===== src/rtl/fm_sb_pkg.sv =====
// Shared types for the fm spy-buffer read-out engine.
// State encoding and the stream header tag.
package fm_sb_pkg;

    typedef enum logic [2:0] {
        S_IDLE,
        S_FRZ,
        S_RD,
        S_DRAIN,
        S_FIN
    } fm_sb_ro_state_t;

    localparam logic [15:0] FM_SB_RO_HDR_TAG = 16'hFA5E;

endpackage


===== src/rtl/fm_sb_readout_if.sv =====
// Spy-memory read port plus outgoing valid/ready stream.
// master = read-out engine, slave = spy memory / stream sink.
interface fm_sb_readout_if #(
    parameter int DW = 32,
    parameter int AW = 10
);
    logic          spy_en;
    logic [AW-1:0] spy_addr;
    logic [DW-1:0] spy_data;
    logic [DW-1:0] out_data;
    logic          out_vld;
    logic          out_rdy;

    modport master (
        output spy_en, spy_addr, out_data, out_vld,
        input  spy_data, out_rdy
    );

    modport slave (
        input  spy_en, spy_addr, out_data, out_vld,
        output spy_data, out_rdy
    );
endinterface


===== src/rtl/fm_sb_ro_skid.sv =====
// Two-entry skid FIFO; the head register drives the stream directly.
// pop must already be qualified with vld.
module fm_sb_ro_skid #(
    parameter int DW = 32
) (
    input  logic          clk_hs,
    input  logic          rst_hs,
    input  logic          flush,
    input  logic          push,
    input  logic [DW-1:0] din,
    input  logic          pop,
    output logic [DW-1:0] head,
    output logic          vld,
    output logic [1:0]    occ
);
    logic [DW-1:0] tail_q;

    always_ff @(posedge clk_hs or posedge rst_hs) begin
        if (rst_hs) begin
            head   <= '0;
            tail_q <= '0;
            occ    <= 2'd0;
        end else if (flush) begin
            occ <= 2'd0;
        end else begin
            unique case ({push, pop})
                2'b10: begin
                    if (occ == 2'd0) head <= din;
                    else             tail_q <= din;
                    occ <= occ + 2'd1;
                end
                2'b01: begin
                    head <= tail_q;
                    occ  <= occ - 2'd1;
                end
                2'b11: begin
                    if (occ == 2'd2) begin
                        head   <= tail_q;
                        tail_q <= din;
                    end else begin
                        head <= din;
                    end
                end
                default: ;
            endcase
        end
    end

    assign vld = (occ != 2'd0);
endmodule


===== src/rtl/fm_sb_readout.sv =====
// fm spy-buffer read-out engine: freeze, walk spy memory, stream words.
// Optional stream header word: define FM_SB_READOUT_HDR_EN.
module fm_sb_readout #(
    parameter int DW          = 32,
    parameter int AW          = 10,
    parameter int FREEZE_WAIT = 4
) (
    input  logic          clk_hs,
    input  logic          rst_hs,
    input  logic          start,
    input  logic [AW-1:0] start_addr,
    input  logic [AW:0]   length,
    input  logic          abort,
    output logic          busy,
    output logic          done,
    output logic          freeze,
    fm_sb_readout_if.master bus
);
    import fm_sb_pkg::*;

    localparam logic [3:0]  WAIT_LD = 4'(FREEZE_WAIT - 1);
    localparam logic [AW:0] MAX_LEN = {1'b1, {AW{1'b0}}};

    fm_sb_ro_state_t state_q;
    logic [3:0]      wait_q;
    logic [AW:0]     rem_q;
    logic [AW-1:0]   addr_q;
    logic            infl_q;

    logic [AW:0]   len_cl;
    logic [1:0]    occ;
    logic [2:0]    pend;
    logic          pop;
    logic          issue;
    logic          drained;
    logic          flush;
    logic          skid_push;
    logic [DW-1:0] skid_din;

    assign len_cl = (length > MAX_LEN) ? MAX_LEN : length;
    assign pop    = bus.out_vld & bus.out_rdy;
    assign flush  = abort & busy;

    // Words that will still be held after this cycle's pop.
    assign pend = 3'(occ) + 3'(infl_q) - 3'(pop);

    assign issue = (state_q == S_RD) && (rem_q != '0)
                && (pend <= 3'd1) && !abort;

    assign drained = !infl_q
                  && ((occ == 2'd0) || ((occ == 2'd1) && pop));

    assign busy         = (state_q != S_IDLE);
    assign freeze       = busy;
    assign done         = (state_q == S_FIN);
    assign bus.spy_en   = issue;
    assign bus.spy_addr = addr_q;

`ifdef FM_SB_READOUT_HDR_EN
    logic [AW:0] len_q;
    logic        hdr_push;

    assign hdr_push  = (state_q == S_FRZ) && (wait_q == 4'd0) && !abort;
    assign skid_push = infl_q | hdr_push;
    assign skid_din  = infl_q ? bus.spy_data
                     : DW'({FM_SB_RO_HDR_TAG, 16'(len_q)});

    always_ff @(posedge clk_hs or posedge rst_hs) begin
        if (rst_hs)
            len_q <= '0;
        else if ((state_q == S_IDLE) && start)
            len_q <= length;
    end
`else
    assign skid_push = infl_q;
    assign skid_din  = bus.spy_data;
`endif

    always_ff @(posedge clk_hs or posedge rst_hs) begin
        if (rst_hs) begin
            state_q <= S_IDLE;
            wait_q  <= 4'd0;
            rem_q   <= '0;
            addr_q  <= '0;
            infl_q  <= 1'b0;
        end else begin
            infl_q <= issue;
            if (issue) begin
                addr_q <= addr_q + AW'(1);
                rem_q  <= rem_q - (AW+1)'(1);
            end
            if (abort && (state_q != S_IDLE)) begin
                state_q <= S_IDLE;
            end else begin
                unique case (state_q)
                    S_IDLE: if (start) begin
                        state_q <= S_FRZ;
                        wait_q  <= WAIT_LD;
                        addr_q  <= start_addr;
                        rem_q   <= len_cl;
                    end
                    S_FRZ: begin
                        if (wait_q == 4'd0) state_q <= S_RD;
                        else                wait_q  <= wait_q - 4'd1;
                    end
                    S_RD: begin
                        if ((rem_q == '0)
                            || (issue && (rem_q == (AW+1)'(1))))
                            state_q <= S_DRAIN;
                    end
                    S_DRAIN: if (drained) state_q <= S_FIN;
                    S_FIN:   state_q <= S_IDLE;
                    default: state_q <= S_IDLE;
                endcase
            end
        end
    end

    fm_sb_ro_skid #(.DW(DW)) u_skid (
        .clk_hs (clk_hs),
        .rst_hs (rst_hs),
        .flush  (flush),
        .push   (skid_push),
        .din    (skid_din),
        .pop    (pop),
        .head   (bus.out_data),
        .vld    (bus.out_vld),
        .occ    (occ)
    );
endmodule

===== src/flat_wrapper.sv =====
// flat-port wrapper written by rule: the top's interface ports become plain ports
module fm_sb_readout_flat import fm_sb_pkg::*;
#(
    parameter int DW          = 32,
    parameter int AW          = 10,
    parameter int FREEZE_WAIT = 4
)
  (clk_hs, rst_hs, start, start_addr, length, abort, busy, done, freeze, bus_spy_en, bus_spy_addr, bus_out_data, bus_out_vld, bus_spy_data, bus_out_rdy);
  fm_sb_readout_if #(.DW(DW), .AW(AW)) bus_i ();
  input  logic clk_hs;
  input  logic rst_hs;
  input  logic start;
  input  logic [AW-1:0] start_addr;
  input  logic [AW:0] length;
  input  logic abort;
  output logic busy;
  output logic done;
  output logic freeze;
  output wire logic [$bits(bus_i.spy_en)-1:0] bus_spy_en;
  output wire logic [$bits(bus_i.spy_addr)-1:0] bus_spy_addr;
  output wire logic [$bits(bus_i.out_data)-1:0] bus_out_data;
  output wire logic [$bits(bus_i.out_vld)-1:0] bus_out_vld;
  input wire logic [$bits(bus_i.spy_data)-1:0] bus_spy_data;
  input wire logic [$bits(bus_i.out_rdy)-1:0] bus_out_rdy;
  assign bus_spy_en = bus_i.spy_en;
  assign bus_spy_addr = bus_i.spy_addr;
  assign bus_out_data = bus_i.out_data;
  assign bus_out_vld = bus_i.out_vld;
  assign bus_i.spy_data = bus_spy_data;
  assign bus_i.out_rdy = bus_out_rdy;
  fm_sb_readout #(.DW(DW), .AW(AW), .FREEZE_WAIT(FREEZE_WAIT)) u_core (.clk_hs(clk_hs), .rst_hs(rst_hs), .start(start), .start_addr(start_addr), .length(length), .abort(abort), .busy(busy), .done(done), .freeze(freeze), .bus(bus_i));
endmodule

===== config.mk =====
export PLATFORM = sky130hd
export DESIGN_NAME = fm_sb_readout_flat
export DESIGN_NICKNAME = d
export VERILOG_FILES = /design/src/rtl/fm_sb_pkg.sv /design/src/rtl/fm_sb_readout_if.sv /design/src/rtl/fm_sb_ro_skid.sv /design/src/rtl/fm_sb_readout.sv /design/src/flat_wrapper.sv
export SDC_FILE = /design/constraint.sdc
export NUM_CORES = 1
export LEC_CHECK = 0
export CORE_ASPECT_RATIO = 1.4
export CORE_MARGIN = 4
export CORE_UTILIZATION = 45
export DETAILED_ROUTE_END_ITERATION = 10
export GPL_TIMING_DRIVEN = 0
export PLACE_DENSITY = 0.73
export SYNTH_ARGS = -nofsm -noshare
export SYNTH_HDL_FRONTEND = slang
export SYNTH_SLANG_ARGS = --single-unit

===== constraint.sdc =====
create_clock -name clk_hs -period 8.9 [get_ports clk_hs]
set_input_delay 1.78 -clock clk_hs [delete_from_list [all_inputs] [get_ports clk_hs]]
set_output_delay 1.78 -clock clk_hs [all_outputs]
set_load 0.02 [all_outputs]

# ---- After elaboration in Yosys (flattened, before gate mapping)
# Index checks and enable logic that the tools add are counted.
dict set report totals {
  wordCells 92
  ff_bits 95
  input_bits 58
  output_inout_bits 47
}
dict set report op_classes {
  muxes 26
  eq_ne 19
  reduce_logical 26
  add_sub_neg 7
  n_bitwise 4
  magnitude_cmp 2
}
# cell n
set ops {}
lappend ops {{32-bit 2-to-1 mux} 4}
lappend ops {{32-bit one-hot mux with 3 select lines} 1}
lappend ops {{32-bit one-hot mux with 2 select lines} 1}
lappend ops {{11-bit 2-to-1 mux} 5}
lappend ops {{10-bit 2-to-1 mux} 4}
lappend ops {{3-bit 2-to-1 mux} 5}
lappend ops {{3-bit one-hot mux with 4 select lines} 1}
lappend ops {{4-bit AND reduction} 3}
lappend ops {{11-bit by 1-bit == test with 1-bit output (second input constant)} 1}
lappend ops {{11-bit > comparator (second input constant)} 1}
lappend ops {{11-bit zero test} 1}
lappend ops {{11-bit nonzero test} 1}
lappend ops {{11-bit by 1-bit subtractor with 11-bit output (second input constant)} 1}
lappend ops {{10-bit by 1-bit adder with 10-bit output (second input constant)} 1}
lappend ops {{3-bit nonzero test} 3}
lappend ops {{4-bit 2-to-1 mux} 2}
lappend ops {{2-bit inequality test (second input constant)} 4}
lappend ops {{4-bit one-hot mux with 2 select lines} 1}
lappend ops {{1-bit logical AND} 7}
lappend ops {{2-bit == test (second input constant)} 3}
lappend ops {{3-bit by 2-bit == test with 1-bit output (second input constant)} 2}
lappend ops {{3-bit by 1-bit inequality test with 1-bit output (second input constant)} 2}
lappend ops {{2-bit nonzero test} 3}
lappend ops {{2-bit by 1-bit == test with 1-bit output (second input constant)} 2}
lappend ops {{other kinds (21)} 25}

# ---- Logic depth before layout (Yosys ltp)
dict set report depth {
  ltp_word 11
  depth_mapped 14
  depth_no_buf 12
}

# ---- Cells and area by module
# From an unflattened synthesis, not the netlist that was laid out.
dict set report hier_totals {
  cells_unflattened 419
  hier_area_um2 4725.8
}
# mod seq_area_each_um2 area_each_um2 cells_each instances
set by_module_without_submodules {}
lappend by_module_without_submodules {fm_sb_ro_skid 1651.6 2957.8 223 1}
lappend by_module_without_submodules {fm_sb_readout 725.7 1767.9 196 1}

# ---- Worst setup path after synthesis
# No wires, ideal clock.
dict set report synth_timing {
  kind {input -> output}
  from {in bus_out_rdy}
  to {out bus_spy_en}
  setup_slack_ns 3.237
  arrival_ns 3.883
  stages 10
  path_buffers 2
  required_time_ns 7.120
  path_cell_list {nand2_1 ha_1 ha_1 inv_1 fa_1 xnor2_2 nand3_2 buf_2 buf_2 nor2_1}
}
dict set report synth_via {
  elab_chain_len 5
}
# element line
set synth_rtl {}
lappend synth_rtl {{from (decl)} flat_wrapper.sv:24} ;# input wire logic [$bits(bus_i.out_rdy)-1:0] bus_out_rdy;
lappend synth_rtl {{1-bit bitwise AND} fm_sb_readout.sv:41} ;# assign pop = bus.out_vld & bus.out_rdy;
lappend synth_rtl {{3-bit by 1-bit subtractor with 3-bit output} fm_sb_readout.sv:45} ;# assign pend = 3'(occ) + 3'(infl_q) - 3'(pop);
lappend synth_rtl {{3-bit by 1-bit less-or-equal comparator with 1-bit output} fm_sb_readout.sv:48} ;# && (pend <= 3'd1) && !abort;
lappend synth_rtl {{1-bit logical AND (2 in series)} fm_sb_readout.sv:48}
lappend synth_rtl {{to (decl)} flat_wrapper.sv:19} ;# output wire logic [$bits(bus_i.spy_en)-1:0] bus_spy_en;
# No other way between the ends.

# ---- Worst setup path after layout
# Ends and elaborated chain as after synthesis.

==> flow_summary.toml <==
[logic_synthesis]
ys.flop_type = "dfrtp_1"
syn_nets = 521
synth_area_leader_cell = "dfrtp_1"
seq_area_frac_synth_pct = 50.7
synth.most_common_cell = "dfrtp_1"
yosysTopAreaCellShare_pct = 50.7
synth_edf_count = 0
synthCells = 450
ys_top_cells_by_count = "95 x dfrtp_1, 51 x nor2_1, 39 x a21oi_1"
synth_cell_types = 55
yosysWarnings = 0
ys_ff_latch = 95
synthTopCellsByArea = "dfrtp_1 51%, a22oi_1 5.1%, mux2_2 4.6%"
syn_avg_cell_area_um2 = 10.4
netlist_area_um2 = 4690
async_reset_ff_share_pct = 100

[clocking]
insertion_delay_ns = 0.34
cts_tree = "built"
cts_setup_buffers = 0
cts_resized = 0
cts.sinks = 95
cts_buffers = 9
cts.htree.levels = 3
clock-root-buffer = "clkbuf_16"
cts_hold_buffers = 0
path_clk_slew_ns = 0.07
cts_buffer_depth = 2

[floorplanning]
placementRows = 43
design.core.area_um2 = 10100
die_area_um2 = 12100
pin_count = 105
start_util_pct = 46.6
die_h_um = 129
die_x_um = 94.2

[detailed_routing]
via_per_inst = 5.64
first_iter_violations = 159
wirelength_mm = 12.1
num_vias = 3981
drt-pass1-iter-count = 4
ant_nets = 0
route.detailed.drc = 0
wl_per_cell_um = 17.2

[timing]
period_needed_ns = 7.03
slew_headroom_pct = 53.6
min_period_over_period_pct = 79.0
clock_skew_ns = 0.00641
fmax_mhz = 142
fin_setup_tns_ns = 0
hold_viol_final = 0
setup_viol = 0
worst_slew_pin_slew_ns = 0.687
rsz0062_at_grt = "false"
finalMaxSlewViolations = 0

[global_routing]
grt_antenna_before_repair = 0
grt_usage_pct = 20.8
grt_max_degree = 70
grt_pass1_wl_mm = 20.1
gr-total-overflow = 0
grt_pass1_vias = 4169

[final_layout]
area_delta_synth_final_pct = 32.8
drive_above_1_share_pct = 9.98
multi_input_area_um2 = 2100
design_area_um2 = 6220
regArea_um2 = 2380
n_antenna_cell = 0
stdcell_count = 706
fill_cells = 845
nNetsFinal = 637

[worst_setup_path]
critPathKind = "primary input to output port"
worstPathArrival_ns = 5.25
crit_path_end_kind = "output port"
cp_max_fo = 10
cp.required_ns = 7.12
setup.worst_path.start_class = "primary input"

[placed_design]
numPortBuffers = 104
dp_cells = 690
dpl-instance-area_um2 = 5930
gp_congestion = 0.906
hpwl_mm = 8.81

[power]
vdd_drop_max_mv = 0.187
leakage_nw = 2.66
finalPower_mw = 2.00
power_density_nw_per_um2 = 321

[job]
drv_cap = 0

[min_path]
hold_path_class = "flip-flop to flip-flop"

[status]
outcome = "finished, final reports clean"
[layout by cell type (no fill, tap or decap), types with 2 or more instances in the layout]
cell,count
a31oi_1,17
mux2i_1,2
nand4b_1,2
o21ai_0,4
ha_1,12
or4_1,14
buf_2,7
o311ai_1,2
nand3_1,17
nand2_1,15
xnor2_1,2
nand4_1,5
nor2_1,51
inv_1,15
nor4_1,2
nor3_1,5
o211ai_1,5
clkinv_4,2
dfrtp_1,95
clkdlybuf4s50_1,104
o31ai_1,8
mux2_2,19
o41ai_1,2
clkbuf_16,9
nor3b_1,3
inv_8,3
buf_4,3
and3_1,3
a21oi_1,39
nor4b_1,2
a22oi_1,32
o21ai_1,4
clkbuf_1,19
mux2_1,13
or3_1,6
[kinds of logic (layout without fill, tap and decap cells)]
family                   count (synthesis)  count (layout)  synth area share (%)
flip-flops                              95              95                  50.7
AO/OA/AOI/OAI                          121             121                  16.7
buffers and inverters                   47             168                  4.35
multiplexers                            34              34                  8.12
XOR/XNOR                                 4               4                 0.908
AND/OR/NAND/NOR                        136             136                  15.5
adder cells (fa/ha/maj)                 13              13                  3.63
[routing by layer]
metal / vias up / global-route usage (%) / part of all wire, %
met5: - / 0 / 0
met4: 0 / 7.23 / 1.9
met3: 18 / 5.79 / 7.2
met2: 137 / 35.7 / 51
met1: 1926 / 25.1 / 40
li1: 1900 / - / -
[flip-flops by register name (all words and copies together), names as in the netlist]
signal	flops
u_core.bus.spy_addr	10
u_core.infl_q	1
u_core.rem_q	11
u_core.state_q	3
u_core.u_skid.head	32
u_core.u_skid.occ	2
u_core.u_skid.tail_q	32
u_core.wait_q	4
[final cells by class]
type | instances | share of cell area (%)
Buffer | 31 | 2.31
Clock buffer | 10 | 3.84
Clock inverter | 6 | 0.965
Inverter | 16 | 1.01
Multi-Input combinational cell | 308 | 33.8
Sequential cell | 95 | 38.2
Tap cell | 135 | 2.71
Timing Repair Buffer | 105 | 17.2
[metrics by stage]
stage	hold slack (ns)	worst slack, ns	utilization (%)
6_report	0.496	1.87	61.9
5_1_grt	0.518	1.67	61.9
4_1_cts	0.501	1.88	61.9
3_5_place_dp	0.485	1.90	58.9
3_3_place_gp	0.474	1.88	58.6
2_1_floorplan	0.465	3.24	-
[worst max-delay path, stage by stage]
cell,delay (ns)
clkdlybuf4s50_1,0.49
nand2_1,0.11
ha_1,0.38
ha_1,0.18
inv_1,0.05
fa_1,0.40
xnor2_2,0.33
nand3_2,0.23
buf_2,0.26
buf_2,0.21
nor2_1,0.20
clkdlybuf4s50_1,0.64
[final timing paths]
| check | from | to | slack (ns) | depth (start not counted) |
|---|---|---|---|---|
| worst max-delay path | bus_out_rdy | bus_spy_en | 1.87 | 12 |
| worst min-delay path | u_core.u_skid.tail_q[22]$_DFFE_PP0P_ | u_core.u_skid.tail_q[22]$_DFFE_PP0P_ | 0.50 | 1 |
| worst max register to register | u_core.u_skid.occ[1]$_DFFE_PP0P_ | u_core.bus.spy_addr[8]$_DFF_PP0_ | 5.30 | 14 |
| worst min register to register | u_core.u_skid.tail_q[22]$_DFFE_PP0P_ | u_core.u_skid.tail_q[22]$_DFFE_PP0P_ | 0.50 | 1 |
| max in group asynchronous | rst_hs | u_core.u_skid.tail_q[6]$_DFFE_PP0P_ | 6.47 | 3 |
| min in group asynchronous | rst_hs | u_core.u_skid.head[26]$_DFFE_PP0P_ | 1.77 | 2 |
[power by group]
group          internal [mW]  leakage, nW  switching, mW
logic                  0.398         1.34          0.481
registers              0.602         1.17          0.131
clock network          0.205        0.149          0.182
No activity file was read; power rests on OpenSTA's default activity.
